`src/rtl/pc_fetch.sv`:
```
// Instruction fetch stage: PC register, imem port-A address, and a small {pc, inst} FIFO
// drained by decode. Optional misaligned-redirect halt is enabled by FETCH_MISALIGN_CHECK_EN.
module pc_fetch #(
   parameter logic [31:0] RESET_PC   = 32'h0000_0000,
   parameter int          FIFO_DEPTH = 2
) (
   input  logic        clk,
   input  logic        rst_n,
   output logic [31:0] imem_addr,
   output logic [3:0]  imem_wstrb,
   input  logic [31:0] imem_rdata,
   input  logic        redirect_valid,
   input  logic [31:0] redirect_pc,
   output logic        out_valid,
   input  logic        out_ready,
   output logic [31:0] out_inst,
   output logic [31:0] out_pc,
   output logic        out_misalign
);

   localparam int PW = (FIFO_DEPTH > 1) ? $clog2(FIFO_DEPTH) : 1;
   localparam int CW = $clog2(FIFO_DEPTH + 1);
   localparam logic [31:0] NOP = 32'h0000_0013;

   typedef enum logic {RUN, HALT} mode_e;

   mode_e                          mode_q, mode_d;
   logic [31:0]                    pc_q, pc_d;
   logic [PW-1:0]                  rd_q, rd_d, wr_q, wr_d;
   logic [CW-1:0]                  count_q, count_d;
   logic [FIFO_DEPTH-1:0][31:0]    pc_mem_q, inst_mem_q;

   logic        pop, push;
   logic        redir_mis;
   logic [31:0] redir_tgt;

`ifdef FETCH_MISALIGN_CHECK_EN
   assign redir_mis = |redirect_pc[1:0];
   assign redir_tgt = redirect_pc;
`else
   assign redir_mis = 1'b0;
   assign redir_tgt = redirect_pc & ~32'h0000_0003;
`endif

   assign pop  = out_valid & out_ready;
   assign push = (mode_q == RUN) & ~redirect_valid & ((count_q < CW'(FIFO_DEPTH)) | pop);

   always_comb begin
      mode_d  = mode_q;
      pc_d    = pc_q;
      rd_d    = rd_q;
      wr_d    = wr_q;
      count_d = count_q;
      if (redirect_valid) begin
         // Redirect wins: any pop this cycle is discarded along with the whole FIFO.
         pc_d    = redir_tgt;
         rd_d    = '0;
         wr_d    = '0;
         count_d = '0;
         mode_d  = redir_mis ? HALT : RUN;
      end else begin
         if (push) begin
            pc_d = pc_q + 32'd4;
            wr_d = wr_q + PW'(1);
         end
         if (pop) rd_d = rd_q + PW'(1);
         unique case ({push, pop})
            2'b10:   count_d = count_q + CW'(1);
            2'b01:   count_d = count_q - CW'(1);
            default: count_d = count_q;
         endcase
      end
   end

   always_ff @(posedge clk or negedge rst_n) begin
      if (!rst_n) begin
         mode_q  <= RUN;
         pc_q    <= RESET_PC;
         rd_q    <= '0;
         wr_q    <= '0;
         count_q <= '0;
      end else begin
         mode_q  <= mode_d;
         pc_q    <= pc_d;
         rd_q    <= rd_d;
         wr_q    <= wr_d;
         count_q <= count_d;
      end
   end

   // Storage needs no reset: the head is masked whenever count is zero.
   always_ff @(posedge clk) begin
      if (push) begin
         pc_mem_q[wr_q]   <= pc_q;
         inst_mem_q[wr_q] <= imem_rdata;
      end
   end

   assign imem_addr  = pc_q;
   assign imem_wstrb = 4'b0000;
   assign out_valid  = (count_q != '0) & (mode_q == RUN);
   assign out_inst   = out_valid ? inst_mem_q[rd_q] : NOP;
   assign out_pc     = out_valid ? pc_mem_q[rd_q] : 32'h0000_0000;

`ifdef FETCH_MISALIGN_CHECK_EN
   assign out_misalign = (mode_q == HALT);
`else
   assign out_misalign = 1'b0;
`endif

endmodule
```
`config.mk`:
```
export PLATFORM = sky130hd
export DESIGN_NAME = pc_fetch
export DESIGN_NICKNAME = d
export VERILOG_FILES = /design/src/rtl/pc_fetch.sv
export SDC_FILE = /design/constraint.sdc
export NUM_CORES = 1
export LEC_CHECK = 0
export CAP_MARGIN = 20
export CORE_MARGIN = 2
export CORE_UTILIZATION = 35
export CTS_BUF_LIST = sky130_fd_sc_hd__clkbuf_4 sky130_fd_sc_hd__clkbuf_8
export CTS_CLUSTER_DIAMETER = 60
export DETAILED_ROUTE_END_ITERATION = 12
export PLACE_DENSITY_LB_ADDON = 0.05
export SLEW_MARGIN = 30
export SYNTH_ARGS = -nofsm -noshare
export SYNTH_HDL_FRONTEND = slang
export SYNTH_SLANG_ARGS = --single-unit
```
`constraint.sdc`:
```
create_clock -name clk -period 11.4 [get_ports clk]
set_input_delay 3.42 -clock clk [delete_from_list [all_inputs] [get_ports clk]]
set_output_delay 3.42 -clock clk [all_outputs]
set_load 0.005 [all_outputs]
```
-- Word-level counts from Yosys, hierarchy flattened
Index checks and enable logic that the tools add are counted.
- register bits: 164
- ROM bits: 0
- bits of input ports: 68
- latch bits: 0
- word-level logic and storage cells: 46
- memory bits (writable): 0
- memories: 0
- bitwise gates (word level): 4
- add/sub/neg operators: 5
- reduce and logical (&&, ||, !) cells: 5
- eq/ne operators: 2
- shift operators: 0
- $mul: 0
- mux-type cells: 18
- div/mod/pow operators: 0
- order comparisons: 4
- operators by type and width (cell ; count):
    32-bit 2-to-1 mux ; 9
    64-bit bitwise mux ; 2
    32-bit by 3-bit adder with 32-bit output (second input constant) ; 1
    32-bit demux with 1-bit select ; 1
    2-bit nonzero test ; 3
    1-bit by 2-bit < comparator with 1-bit output (second input constant) ; 2
    1-bit 2-to-1 mux ; 4
    2-bit one-hot mux with 2 select lines ; 1
    3-bit nonzero test ; 1
    1-bit adder (second input constant) ; 2
    2-bit by 1-bit adder with 2-bit output (second input constant) ; 1
    1-bit AND ; 2
    2-bit by 1-bit equality test with 1-bit output (second input constant) ; 1
    2-bit equality test (second input constant) ; 1
    2-bit < comparator (second input constant) ; 1
    2-bit 2-to-1 mux ; 1
    2-bit by 1-bit subtractor with 2-bit output (second input constant) ; 1
    1-bit greater-or-equal comparator (second input constant) ; 1
    1-bit logical AND ; 1
    1-bit inverter ; 1
    1-bit OR ; 1

-- Logic depth before layout (Yosys ltp)
- depth after elaboration: 7
- depth in mapped cells: 6
- gate-level depth less buffers: 5

-- Least setup slack after synthesis
Ideal clock, no wire load.
- path kind: input to register
- start point: input port redirect_valid
- end point: register inst_mem_q[0] (netlist name) (enable)
- stages on the path: 3
- required time: 10.841 ns
- library setup time: 0.559 ns
- data arrival time: 8.081 ns
- path buffers: 2
- slack: 2.760 ns
- cell sequence: clkbuf_1 -> clkbuf_1 -> nor3_1
- cells in the longest elaborated chain, start to end: 2
- ends and longest elaborated chain (what ; line ; source):
    start, declared ; 12 ; input logic redirect_valid,
    1-bit inverter ; 46 ; assign push = (mode_q == RUN) & ~redirect_valid & ((count_q < CW'(FIFO_DEPTH)) | pop);
    1-bit AND ; 46 ;
    end signal, assigned by index ; 95 ; inst_mem_q[wr_q] <= imem_rdata;
    end, declared ; 31 ; logic [FIFO_DEPTH-1:0][31:0] pc_mem_q, inst_mem_q;
No other way between the ends.
A chain may end at the register's enable or synchronous reset.

-- Final worst setup path
- start point: register count_q[1]
- end point: output port out_inst[1]
- cells in the longest elaborated chain, start to end: 2
- ends and longest elaborated chain (what ; line ; source):
    start, declared ; 30 ; logic [CW-1:0] count_q, count_d;
    start signal, assigned ; 87 ; count_q <= count_d;
    2-bit nonzero test ; 101 ; assign out_valid = (count_q != '0) & (mode_q == RUN);
    32-bit 2-to-1 mux ; 102 ; assign out_inst = out_valid ? inst_mem_q[rd_q] : NOP;
    end, declared ; 16 ; output logic [31:0] out_inst,
No other way between the ends.

==> results.py <==
metrics = {
    "grt": {
        "antenna_found_initial": 0,
        "overflow": 0,
        "use_met2_pct": 24.60,
        "grt_usage_pct": 15.34,
        "grt_pass1_vias": 4182,
        "grt_max_degree": 63,
        "grt_use_met3_pct": 4.050,
        "grt_first_pass_wirelength_mm": 23.18,
        "grt.busiest_layer": "met2",
        "met1_usage_pct": 20.03,
    },
    "finish": {
        "drive_gt1_share_pct": 8.702,
        "final_cells": 889,
        "layout_common_cells": "clkdlybuf4s50_1 (156), edfxtp_1 (124), nor2_1 (70)",
        "layout.nets": 711,
        "mostFrequentLayoutCell": "clkdlybuf4s50_1",
        "synthToLayoutAreaGrowth_pct": 34.38,
        "diodes": 0,
    },
    "synth": {
        "synth_cells": 481,
        "synthTopCellsByArea": "edfxtp_1 (56%), dfrtp_1 (13%), mux2i_1 (9.5%)",
        "async_flop_share_pct": 21.52,
        "synth-seq-cells": 158,
        "synth_top_area_share_pct": 56.15,
        "yosysSeqAreaShare_pct": 68.98,
        "synthDistinctLibCells": 42,
        "ys_warn_count": 0,
        "synth_edf_count": 124,
        "syn_avg_cell_area_um2": 13.79,
        "netlist_area_um2": 6631,
        "synth.largest_area_cell": "edfxtp_1",
        "ys.flop_type": "edfxtp_1",
    },
    "drt": {
        "firstDrtPassIters": 4,
        "drc": 0,
        "viasPerCell": 4.767,
        "finalWirelength_mm": 15.34,
        "via_count": 4238,
        "dr.first_iter.drc_count": 225,
        "ant_nets": 0,
        "wl_per_cell_um": 17.25,
    },
    "cts": {
        "cts_setup_buffers": 0,
        "ctsHtreeMaxLevel": 4,
        "clkTransAtPathRegs_ns": 0.09,
        "cts_resized": 0,
        "cts_hold_buf": 0,
        "cts_tree": "done",
        "cts_buffer_depth": 2,
        "cts_buffers": 17,
        "insertion_delay_ns": 0.46,
        "clockRootBuffer": "clkbuf_8",
        "cts_sinks": 158,
    },
    "setup_path": {
        "crit_path_end_kind": "output port",
        "reg2regPathDepth": 5,
        "path_max_fanout": 39,
        "crit_end": "out_inst[1]",
        "cpPeakStageDelay_ns": 0.50,
        "reg2reg_slack_ns": 9.03,
        "r2r-end": "imem_addr[31]$_DFFE_PN0P_",
        "setup.worst_path.start": "count_q[1]$_DFFE_PN0P_",
        "cp-start-kind": "flop",
        "worstSetupPathType": "flop to output port",
        "critPathSlowestCell": "nor2_4",
        "worstPathRequired_ns": 7.98,
        "worst_ep_arrival_time_ns": 2.72,
        "crit_chain": "nor2_4 -> buf_4 -> inv_1 -> nand2_1 -> clkdlybuf4s50_1",
        "r2r_start": "imem_addr[10]$_DFFE_PN0P_",
    },
    "sta": {
        "rsz0062_at_grt": "false",
        "setup_slack_ns": 5.262,
        "fmax_ghz": 0.1629,
        "drv_slew": 0,
        "period_share_pct": 53.84,
        "tightest_slew_ns": 0.8156,
        "setup_viol": 0,
        "setup_tns_ns": 0,
        "fin_skew_ns": 0.01576,
        "period_needed_ns": 6.138,
        "hold_viol_final": 0,
        "slew_headroom_pct": 45.62,
    },
    "run": {
        "cap_violations": 0,
    },
    "floorplanning": {
        "coreArea_um2": 18640,
        "die_w_um": 141.6,
        "die-area_um2": 20060,
        "rows": 50,
        "ios": 170,
        "start_util_pct": 35.57,
        "chipHeight_um": 141.6,
    },
    "place": {
        "placedCellCount": 856,
        "globalplace.congestion": 0.7167,
        "portBuffers": 158,
        "pre_cts_ws_ns": 5.641,
        "dp_hpwl_mm": 9.954,
    },
    "worst_hold_path": {
        "hold_path_class": "flop to flop",
    },
    "power": {
        "p_leak_uw": 0.003100,
        "vdd_drop_max_mv": 0.07571,
        "fin_total_pwr_uw": 1379,
        "power_density_nw_per_um2": 154.8,
    },
    "status": {
        "outcome": "finished, final reports clean",
    },
}
where the power goes:
part / switching [uW] / internal, uW
clock network: 213 / 236
logic: 98.6 / 125
registers: 33.3 / 673
layout make-up:
cell class / count / area [um^2]
sequential: 158 / 4578
tap: 234 / 292.8
timing repair buffer: 165 / 1669
clock buffer: 21 / 276.5
multi-input combinational: 296 / 1924
clock inverter: 11 / 155.1
inverter: 4 / 15.01
fill: 1728 / 9732
worst min-delay path by stage:
stage | start | to | slack, ns | cells after the start
after floorplan | imem_addr[31]$_DFFE_PN0P_ | pc_mem_q[31]$_DFFE_PP_ | 0.51 | 0
after global placement | imem_addr[30]$_DFFE_PN0P_ | pc_mem_q[62]$_DFFE_PP_ | 0.56 | 0
after detailed placement | imem_addr[29]$_DFFE_PN0P_ | pc_mem_q[29]$_DFFE_PP_ | 0.55 | 0
after CTS | imem_addr[29]$_DFFE_PN0P_ | pc_mem_q[61]$_DFFE_PP_ | 0.58 | 0
after global routing | imem_addr[25]$_DFFE_PN0P_ | pc_mem_q[25]$_DFFE_PP_ | 0.59 | 0
final | imem_addr[30]$_DFFE_PN0P_ | pc_mem_q[62]$_DFFE_PP_ | 0.57 | 0
kinds of logic (layout without fill, tap and decap cells):
logic type	count (synthesis)	in the layout	synth area share, %
XOR/XNOR	27	27	3.566
other	1	9	0.05655
AND/OR/NAND/NOR	161	161	11.85
buffers and inverters	35	201	2.717
flip-flops	158	158	68.98
adder cells (fa/ha/maj)	1	1	0.1886
AO/OA/AOI/OAI	33	33	2.792
multiplexers	65	65	9.849
synthesized netlist by cell type (2+ instances only):
cell type	n
buf_1	2
nor4_2	2
xnor2_1	9
and3_1	4
nand4_1	11
mux2_2	2
dfrtp_1	34
or4_1	2
inv_1	4
nand3_1	13
a21oi_1	2
xor2_1	18
o21ai_0	24
o31a_1	2
and4_1	2
clkbuf_1	13
nor3_1	5
nor2_1	71
buf_4	9
a31oi_1	2
buf_2	6
mux2i_1	63
nand2_1	37
o31ai_1	2
edfxtp_1	124
nor4_1	2
worst max-delay path, delay by kind of cell, from the launching register on:
family / cells / cell delay, ns
buffers and inverters: 3 / 1.20
flip-flops: 1 / 0.45
AND/OR/NAND/NOR: 2 / 0.61
through the flow:
step	hold slack, ns	instance area [um^2]	util (%)
3_5_place_dp	0.5543	8452	45.34
2_1_floorplan	0.5055	6661	-
3_3_place_gp	0.5566	8412	45.12
6_report	0.5667	8911	47.80
4_1_cts	0.5810	8884	47.65
5_1_grt	0.5948	8911	47.80
sequential cells by signal, indices dropped and copies added, names as in the netlist:
signal and count:
count_q 2, imem_addr 30, inst_mem_q 64, pc_mem_q 60, rd_q 1, wr_q 1
routing by layer:
layer / part of all wire [%] / vias up
met4: 1.5 / 0
li1: - / 2044
met2: 47 / 128
met1: 45 / 2051
met5: 0 / -
met3: 6.2 / 15
No activity file was read; power rests on OpenSTA's default activity.
